File: src/rtl/digital_timer_ctrl.sv
// Stopwatch control sequencer: button conditioning, idle/run/stop/lap FSM, lap snapshot display.
// Optional debouncer enabled by defining DIGITAL_TIMER_CTRL_DEBOUNCE_EN.
module digital_timer_ctrl #(
  parameter int DEBOUNCE_CYCLES   = 4,
  parameter int RESET_HOLD_CYCLES = 2
) (
  input  logic            sys_clk,
  input  logic            rst,
  input  logic            btn_start_stop,
  input  logic            btn_lap_reset,
  input  logic [5:0][6:0] clock_digits_in,
  output logic            timer_pause,
  output logic            timer_clear,
  output logic            timer_reset,
  output logic [5:0][6:0] display_out,
  output logic            lap_active,
  output logic [1:0]      ctrl_state
);

  typedef enum logic [1:0] {
    IDLE = 2'b00,
    RUN  = 2'b01,
    STOP = 2'b10,
    LAP  = 2'b11
  } state_e;

  localparam logic [5:0][6:0] ZERO_GLYPHS = {6{7'b0000001}};
  localparam logic [3:0]      HOLD_LOAD   = 4'(RESET_HOLD_CYCLES);

  // Bit 0 carries start/stop, bit 1 carries lap/reset through the whole button path.
  logic [1:0] sync1_q, sync2_q, level, prev_q, ev_q;
  logic       ev_ss, ev_lr;

  always_ff @(posedge sys_clk) begin
    if (rst) begin
      sync1_q <= '0;
      sync2_q <= '0;
    end else begin
      sync1_q <= {btn_lap_reset, btn_start_stop};
      sync2_q <= sync1_q;
    end
  end

`ifdef DIGITAL_TIMER_CTRL_DEBOUNCE_EN
  localparam logic [7:0] DB_LAST = 8'(DEBOUNCE_CYCLES - 1);

  logic [1:0][7:0] db_cnt_q;
  logic [1:0]      db_q;

  always_ff @(posedge sys_clk) begin
    if (rst) begin
      db_cnt_q <= '0;
      db_q     <= '0;
    end else begin
      for (int b = 0; b < 2; b++) begin
        if (sync2_q[b] == db_q[b]) begin
          db_cnt_q[b] <= '0;
        end else if (db_cnt_q[b] == DB_LAST) begin
          db_q[b]     <= sync2_q[b];
          db_cnt_q[b] <= '0;
        end else begin
          db_cnt_q[b] <= db_cnt_q[b] + 8'd1;
        end
      end
    end
  end

  assign level = db_q;
`else
  localparam int unused_debounce_cycles = DEBOUNCE_CYCLES;

  assign level = sync2_q;
`endif

  always_ff @(posedge sys_clk) begin
    if (rst) begin
      prev_q <= '0;
      ev_q   <= '0;
    end else begin
      prev_q <= level;
      ev_q   <= level & ~prev_q;
    end
  end

  assign ev_ss = ev_q[0];
  assign ev_lr = ev_q[1];

  state_e          state_q, state_d;
  logic            clear_d, rst_req, snap_en;
  logic            pause_q, clear_q, lap_q;
  logic [3:0]      rst_cnt_q;
  logic [5:0][6:0] snap_q, disp_q;

  // NOTE: every always_comb output gets a default first so no path leaves it unassigned (no latch).
  always_comb begin
    state_d = state_q;
    clear_d = 1'b0;
    rst_req = 1'b0;
    snap_en = 1'b0;
    unique case (state_q)
      IDLE: begin
        if (ev_ss) begin
          state_d = RUN;
          clear_d = 1'b1;
        end else if (ev_lr) begin
          rst_req = 1'b1;
        end
      end
      RUN: begin
        if (ev_ss) begin
          state_d = STOP;
        end else if (ev_lr) begin
          state_d = LAP;
          snap_en = 1'b1;
        end
      end
      LAP: begin
        if (ev_ss)      state_d = STOP;
        else if (ev_lr) state_d = RUN;
      end
      STOP: begin
        if (ev_ss) begin
          state_d = RUN;
        end else if (ev_lr) begin
          state_d = IDLE;
          rst_req = 1'b1;
        end
      end
      default: state_d = IDLE;
    endcase
  end

  // NOTE: state registers use non-blocking assignments so every flop samples pre-edge values.
  always_ff @(posedge sys_clk) begin
    if (rst) begin
      state_q   <= IDLE;
      pause_q   <= 1'b1;
      clear_q   <= 1'b0;
      lap_q     <= 1'b0;
      rst_cnt_q <= HOLD_LOAD;
      snap_q    <= ZERO_GLYPHS;
      disp_q    <= ZERO_GLYPHS;
    end else begin
      state_q <= state_d;
      pause_q <= (state_d == IDLE) || (state_d == STOP);
      clear_q <= clear_d;
      lap_q   <= (state_d == LAP);
      if (snap_en) snap_q <= clock_digits_in;
      if (rst_req)                rst_cnt_q <= HOLD_LOAD;
      else if (rst_cnt_q != 4'd0) rst_cnt_q <= rst_cnt_q - 4'd1;
      // On entry to LAP the live digits equal the value just captured into the snapshot.
      disp_q <= (state_q == LAP && state_d == LAP) ? snap_q : clock_digits_in;
    end
  end

  assign ctrl_state  = state_q;
  assign timer_pause = pause_q;
  assign timer_clear = clear_q;
  assign timer_reset = (rst_cnt_q != 4'd0);
  assign lap_active  = lap_q;
  assign display_out = disp_q;

endmodule

File: config.mk
export PLATFORM = sky130hd
export DESIGN_NAME = digital_timer_ctrl
export DESIGN_NICKNAME = d
export VERILOG_FILES = /design/src/rtl/digital_timer_ctrl.sv
export SDC_FILE = /design/constraint.sdc
export NUM_CORES = 1
export LEC_CHECK = 0
export BUFFER_PORTS_ARGS = -buffer_cell sky130_fd_sc_hd__buf_4
export CORE_MARGIN = 4
export CORE_UTILIZATION = 40
export CTS_CLUSTER_SIZE = 28
export DETAILED_ROUTE_END_ITERATION = 8
export GPL_TIMING_DRIVEN = 0
export PLACE_DENSITY = 0.65
export SLEW_MARGIN = 20
export SYNTH_ARGS = -nofsm -noshare
export SYNTH_HDL_FRONTEND = slang
export SYNTH_SLANG_ARGS = --single-unit
File: constraint.sdc
create_clock -name sys_clk -period 1.5 [get_ports sys_clk]
set_clock_uncertainty 0.2 [all_clocks]
set_input_delay 0.225 -clock sys_clk [delete_from_list [all_inputs] [get_ports sys_clk]]
set_output_delay 0.225 -clock sys_clk [all_outputs]
set_load 0.02 [all_outputs]
==> metrics.cfg, run 1 <==
[floorplan]
io_pins=94
rows=35
die_w_um=105.2
die_area_um2=11070
start_util_pct=40.92
die_h_um=105.2
core_um2=9240

[power_and_ir_drop]
power-per-cell-area_nw_per_um2=929.3
p_switching_uw=1341
clock_power_share_pct=28.5
p_seq_share_pct=55.0
p_sw_share_pct=25.74
leakagePower_uw=0.002395
combPwrFrac_pct=16.5
ir_drop_mv=0.8048
p_int_uw=3871

[sta]
rsz0062_at_grt=true
timing.final.hold_violations=0
clock.fmax_mhz=552.6
slew-limit-headroom_pct=50.62
hold_slack_ns=0.1042
period_share_pct=120.6
setup_viol=6
layout_min_cycle_time_ns=1.810
worst_pin_slew_ns=0.7407
fin_ws_ns=-0.3096
finalMaxSlewViolations=0

[run_status]
outcome=finished, violations left
failed_checks=setup timing

[critical_path]
worst_setup_path_end_kind=output pin
worst_path_max_delay_cell=or3b_4
path_class=reg2out
worst_setup_path_start_kind=flip-flop
cp_num_buf_inv=2
path_delay_family=simple AND/OR/NAND/NOR gates
worstPathCellList=inv_2 > ha_4 > or3b_4 > buf_6
critPathMaxFanout=2
arrival_ns=1.38
worstPathRequired_ns=1.07
max_stage_delay_ns=0.38

[layout]
syn_to_final_growth_pct=48.35
drive_gt1_share_pct=35.78
n_antenna_cell=0
fillCellCount=813
nets=631
layout_commonest_cell=nand2_1
mostFrequentLayoutCells=nand2_1, buf_4, dfxtp_1, dlygate4sd3_1
fin_util_pct=60.70

[logic_synthesis]
synth_adder_area_share_pct=0.6618
synth_xor_area_share_pct=1.158
syn_area_um2=3781
yosys_warnings=0
synth.distinct_cells=31
synth_nets=473
synth-compound-area-share_pct=13.43
netlist_instances=425
synth_area_per_cell_um2=8.897
yosysSeqAreaShare_pct=53.47
synth_top_family_by_area=simple AND/OR/NAND/NOR gates
ys_ff_latch=101
synthSimpleGateAreaFrac_pct=24.16
synth_mux_area_share_pct=0

[place]
port_buffers=93
gp_congestion=0.7359
hpwl_mm=5.977

[global_route]
grt_pass1_vias=3244
grt.total_usage_pct=16.42
grt_pass1_wl_mm=15.06
antenna_found_initial=0
grt_max_degree=16
grt_overflow=0

[detailed_routing]
vias=3267
wl_per_cell_um=13.22
ant_nets=0
first_pass_iters=5
drcViolationCount=0
via_per_inst=4.563
drt_iter0_markers=108
drt_wl_total_mm=9.463

[min_path]
hold_path_class=in2reg

[job]
maxCapViolations=0

[clock_network]
cts_tree=done
path_clk_slew_ns=0.08
root_buffer=clkbuf_8
cts_buffers=9
clock-sinks=101
insertion_delay_ns=0.35
htree_levels=3
ctsLongestPathBuffers=2

[metal layers]
layer	global-route usage, %	vias to the layer above	share of wire, %
met4	3.749	0	0.80
li1	-	1676	-
met3	3.919	10	4.7
met5	0	-	0
met1	21.51	1500	47
met2	27.41	81	48
[sequential cells by signal (all words and copies together), names as in the netlist]
| signal | cells |
|---|---|
| prev_q | 2 |
| ev_q | 2 |
| level | 2 |
| sync1_q | 2 |
| rst_cnt_q | 4 |
| lap_active | 1 |
| timer_pause | 1 |
| ctrl_state | 2 |
| snap_q | 42 |
| timer_clear | 1 |
| display_out | 42 |
[path summary, 6_finish.rpt]
| kind | from | end | slack [ns] | cells after the start |
|---|---|---|---|---|
| worst min register to register | prev_q[1] | ev_q[1] | 0.18 | 1 |
| worst max-delay path | rst_cnt_q[1] | timer_reset | -0.31 | 4 |
| worst max register to register | rst_cnt_q[1] | rst_cnt_q[0] | -0.12 | 6 |
| worst min-delay path | rst | level[1] | 0.10 | 3 |
[synth_stat cells, drive strengths merged]
cell / count / share of area (%)
a21oi: 74 / 13
and2: 2 / 0.33
and3: 2 / 0.33
and4bb: 2 / 0.66
buf: 25 / 6.0
clkbuf: 8 / 0.83
dfxtp: 101 / 53
ha: 2 / 0.66
inv: 3 / 0.30
nand2: 168 / 17
nand2b: 1 / 0.17
nand3b: 12 / 2.4
nand4bb: 2 / 0.60
nor2: 2 / 0.20
nor2b: 9 / 1.5
nor3: 1 / 0.13
nor4b: 2 / 0.46
o21ai: 2 / 0.26
or3b: 2 / 0.46
xnor2: 2 / 0.46
xor2: 3 / 0.70
[worst register-to-register path: stages, from the launching register on]
cell     delay (ns)
dfxtp_2        0.33
inv_2          0.07
ha_4           0.12
or3b_4         0.38
buf_4          0.16
xnor2_1        0.11
and2_1         0.15
[cells by family (layout without fill, tap and decap cells)]
| group | after synthesis | after routing |
|---|---|---|
| compound gates | 76 | 76 |
| flops | 101 | 101 |
| simple gates | 205 | 205 |
| fa+ha+maj | 2 | 2 |
| xor+xnor | 5 | 5 |
| buf+inv | 36 | 198 |
[metrics by stage]
stage | total power [uW] | setup TNS (ns) | worst slack (ns) | std cells | instance area [um2]
6_report | 5212 | -0.4851 | -0.3096 | 716 | 5609
5_1_grt | 5452 | -1.300 | -0.3607 | 716 | 5609
4_1_cts | 5202 | -0.4687 | -0.3136 | 708 | 5285
3_5_place_dp | 3591 | -2.487 | -0.09642 | 647 | 4651
3_3_place_gp | 3573 | -1.704 | -0.07092 | 647 | 4651
2_1_floorplan | 3302 | -0.05907 | -0.05907 | 425 | 3791
[timing repair]
| item | in CTS | in global routing |
|---|---|---|
| pin swaps | 0 | 25 |
| hold buffers | 45 | 0 |
| setup buffers | 3 | 4 |
| gates cloned | 0 | 5 |
| endpoints found under the hold margin | 90 | 0 |
| endpoints found under the setup margin | 59 | 78 |
| resized for setup | 11 | 56 |
[final cells by class]
type | instances | area (um2) | area share [%]
flip-flops and latches | 101 | 2034 | 36.27
repair buffers | 150 | 1330 | 23.71
clock buffers | 12 | 135.1 | 2.409
plain buffers | 30 | 282.8 | 5.041
clock inverters | 3 | 23.77 | 0.4238
inverters | 3 | 11.26 | 0.2008
well taps | 129 | 161.4 | 2.878
multi-input cells | 288 | 1630 | 29.07
[power groups by stage]
stage | Clock (uW) | Combinational (uW) | Sequential [uW]
after floorplan | 0 | 314 | 2990
after global placement | 0 | 660 | 2910
after detailed placement | 0 | 675 | 2920
after CTS | 1530 | 814 | 2860
after global routing | 1630 | 943 | 2880
final | 1490 | 860 | 2860
Power figures use the tool's default switching activity.
==> run 2, diff against run 1 <==
Clock period 1.5 ns to 1.65 ns, I/O delays scaled along.
==> run 2 against run 1 <==
Net effect: the run still ends with setup timing left; first-iteration DRC count down 5.6%; sequential cell count stayed put; global-route usage increased by 0.27 points; clock power is 23% higher; sequential power decreased by 9.1%; utilization down 2.4 points; count of clock-buffer cells in the layout decreased by 2; power increased by 0.20%; largest cell class unchanged.
==> metrics.cfg, run 2 (synthesis gave the netlist of run 1 again) <==
[floorplan]
core_um2=9240  ; unchanged
rows=35  ; unchanged
die_h_um=105.2  ; unchanged
start_util_pct=40.92  ; unchanged
die_w_um=105.2  ; unchanged
io_pins=94  ; unchanged
die_area_um2=11070  ; unchanged

[layout]
nets=626  ; -0.79%
drive_gt1_share_pct=31.50  ; -4.3 points
fillCellCount=825  ; +1.5%
mostFrequentLayoutCells=nand2_1, buf_4, dfxtp_1, dlygate4sd3_1, a21oi_1
n_antenna_cell=0  ; unchanged
syn_to_final_growth_pct=42.49
layout_commonest_cell=nand2_1
stdcell_area_um2=5388  ; -3.9%

[sta]
fin_ws_ns=-0.1863  ; +0.1233 ns
worst_pin_slew_ns=0.7010  ; -0.03964 ns
timing.final.hold_violations=0  ; unchanged
clock.fmax_mhz=544.6
hold_slack_ns=0.1258  ; +0.02166 ns
setup_viol=1  ; -5
period_share_pct=111.3
rsz0062_at_grt=true
layout_min_cycle_time_ns=1.836
slew-limit-headroom_pct=53.27  ; +2.6 points
finalMaxSlewViolations=0  ; unchanged

[critical_path]
reg2reg_depth=6  ; unchanged
path_class=reg2out
critPathMaxFanout=2  ; unchanged
worstPathRequired_ns=1.20  ; +0.13 ns
worst_setup_path_start_kind=flip-flop
crit_start=rst_cnt_q[0]
reg2reg_slack_ns=0.03  ; +0.15 ns
arrival_ns=1.39  ; about the same
endpoint=timer_reset
rr_startpoint=rst_cnt_q[0]
r2r-end=rst_cnt_q[0]
worst_setup_path_end_kind=output pin

[power_and_ir_drop]
p_int_uw=4019  ; +3.8%
p_seq_share_pct=49.8  ; -5.2 points
power_uw=5223  ; +0.20%
power-per-cell-area_nw_per_um2=969.4  ; +4.3%
p_sw_share_pct=23.06  ; -2.7 points
clock_power_share_pct=35.0  ; +6.5 points
p_switching_uw=1204  ; -10%
ir_drop_mv=0.5888  ; -27%
leakagePower_uw=0.002241  ; -6.4%
combPwrFrac_pct=15.2  ; -1.3 points

[global_route]
grt_overflow=0  ; unchanged
grt_pass1_vias=3192  ; -1.6%
grt_max_degree=16  ; unchanged
grt_pass1_wl_mm=15.12  ; +0.41%
antenna_found_initial=0  ; unchanged
grt.total_usage_pct=16.69  ; +0.27 points

[detailed_routing]
highest_layer=met4
vias=3248  ; -0.58%
wl_per_cell_um=12.73  ; -3.7%
wl_met3_um=490  ; +9.9%
wl_met2_mm=4.266  ; -6.0%
drt_wl_total_mm=9.040  ; -4.5%
m1WireLength_mm=4.166  ; -5.4%
drcViolationCount=0  ; unchanged
ant_nets=0  ; unchanged
first_pass_iters=4  ; -1
via_per_inst=4.575  ; +0.26%
drt_iter0_markers=102  ; -5.6%

[clock_network]
insertion_delay_ns=0.35  ; about the same
cts_buffers=9  ; unchanged
root_buffer=clkbuf_8
clock-sinks=101  ; unchanged
path_clk_slew_ns=0.09  ; about the same
htree_levels=3  ; unchanged
ctsLongestPathBuffers=2  ; unchanged
cts_tree=done

[job]
maxCapViolations=0  ; unchanged

[place]
gp_congestion=0.7837  ; +6.5%
place_ws_ns=-0.03222  ; +0.06420 ns
hpwl_mm=5.905  ; -1.2%
post_dp_cell_area_um2=4641  ; -0.22%
port_buffers=93  ; unchanged

[min_path]
hold_path_class=in2reg

[run_status]
failed_checks=setup timing
outcome=finished, violations left

run 2: critical path, cell delays in order, from the launching register on:
cell and delay (ns):
dfxtp_2 0.33, inv_2 0.07, ha_4 0.12, or3b_4 0.38, buf_6 0.14
run 2: cell type report:
cell class                      count  area (um2)  share of cell area (%)
Clock buffer                       10       137.6                   2.555
Inverter                            3       11.26                  0.2090
Clock inverter                      4       97.59                   1.811
Buffer                             32       257.7                   4.784
Timing Repair Buffer              143        1190                   22.09
Tap cell                          129       161.4                   2.996
Sequential cell                   101        2027                   37.62
Multi-Input combinational cell    288        1505                   27.94
run 2: stage by stage:
stage | utilization [%] | instances | setup TNS (ns)
final | 58.31 | 710 | -0.1863
after global routing | 58.31 | 710 | -0.2528
after CTS | 57.96 | 708 | -0.2174
after detailed placement | 50.22 | 647 | -0.04503
after global placement | 50.22 | 647 | 0
after floorplan | - | 425 | 0
run 2: worst min path at each step:
stage	start	end	slack, ns	depth (start not counted)
2_1_floorplan	rst	prev_q[0]	0.13	1
3_3_place_gp	prev_q[0]	ev_q[0]	0.17	1
3_5_place_dp	prev_q[0]	ev_q[0]	0.17	1
4_1_cts	rst	level[1]	0.14	3
5_1_grt	rst	level[1]	0.15	3
6_report	rst	level[1]	0.13	3
run 2: power by group through the flow:
stage               clock network, uW  registers (uW)  logic, uW
floorplan                           0            2710        265
global placement                    0            2650        583
detailed placement                  0            2650        601
CTS                              1890            2600        749
global route                     1970            2610        858
finish                           1830            2600        794
run 2: what timing repair did:
action,CTS,global route
buffers inserted,3,2
gates resized for setup,7,5
setup endpoints to repair,2,46
pin swaps,0,0
hold buffers,45,0
hold endpoints to repair,90,0
run 2: metal layers:
metal	global-route usage, %	vias up
li1	-	1657
met1	22.22	1497
met2	27.09	84
met3	4.042	10
met4	4.405	0
met5	0	-
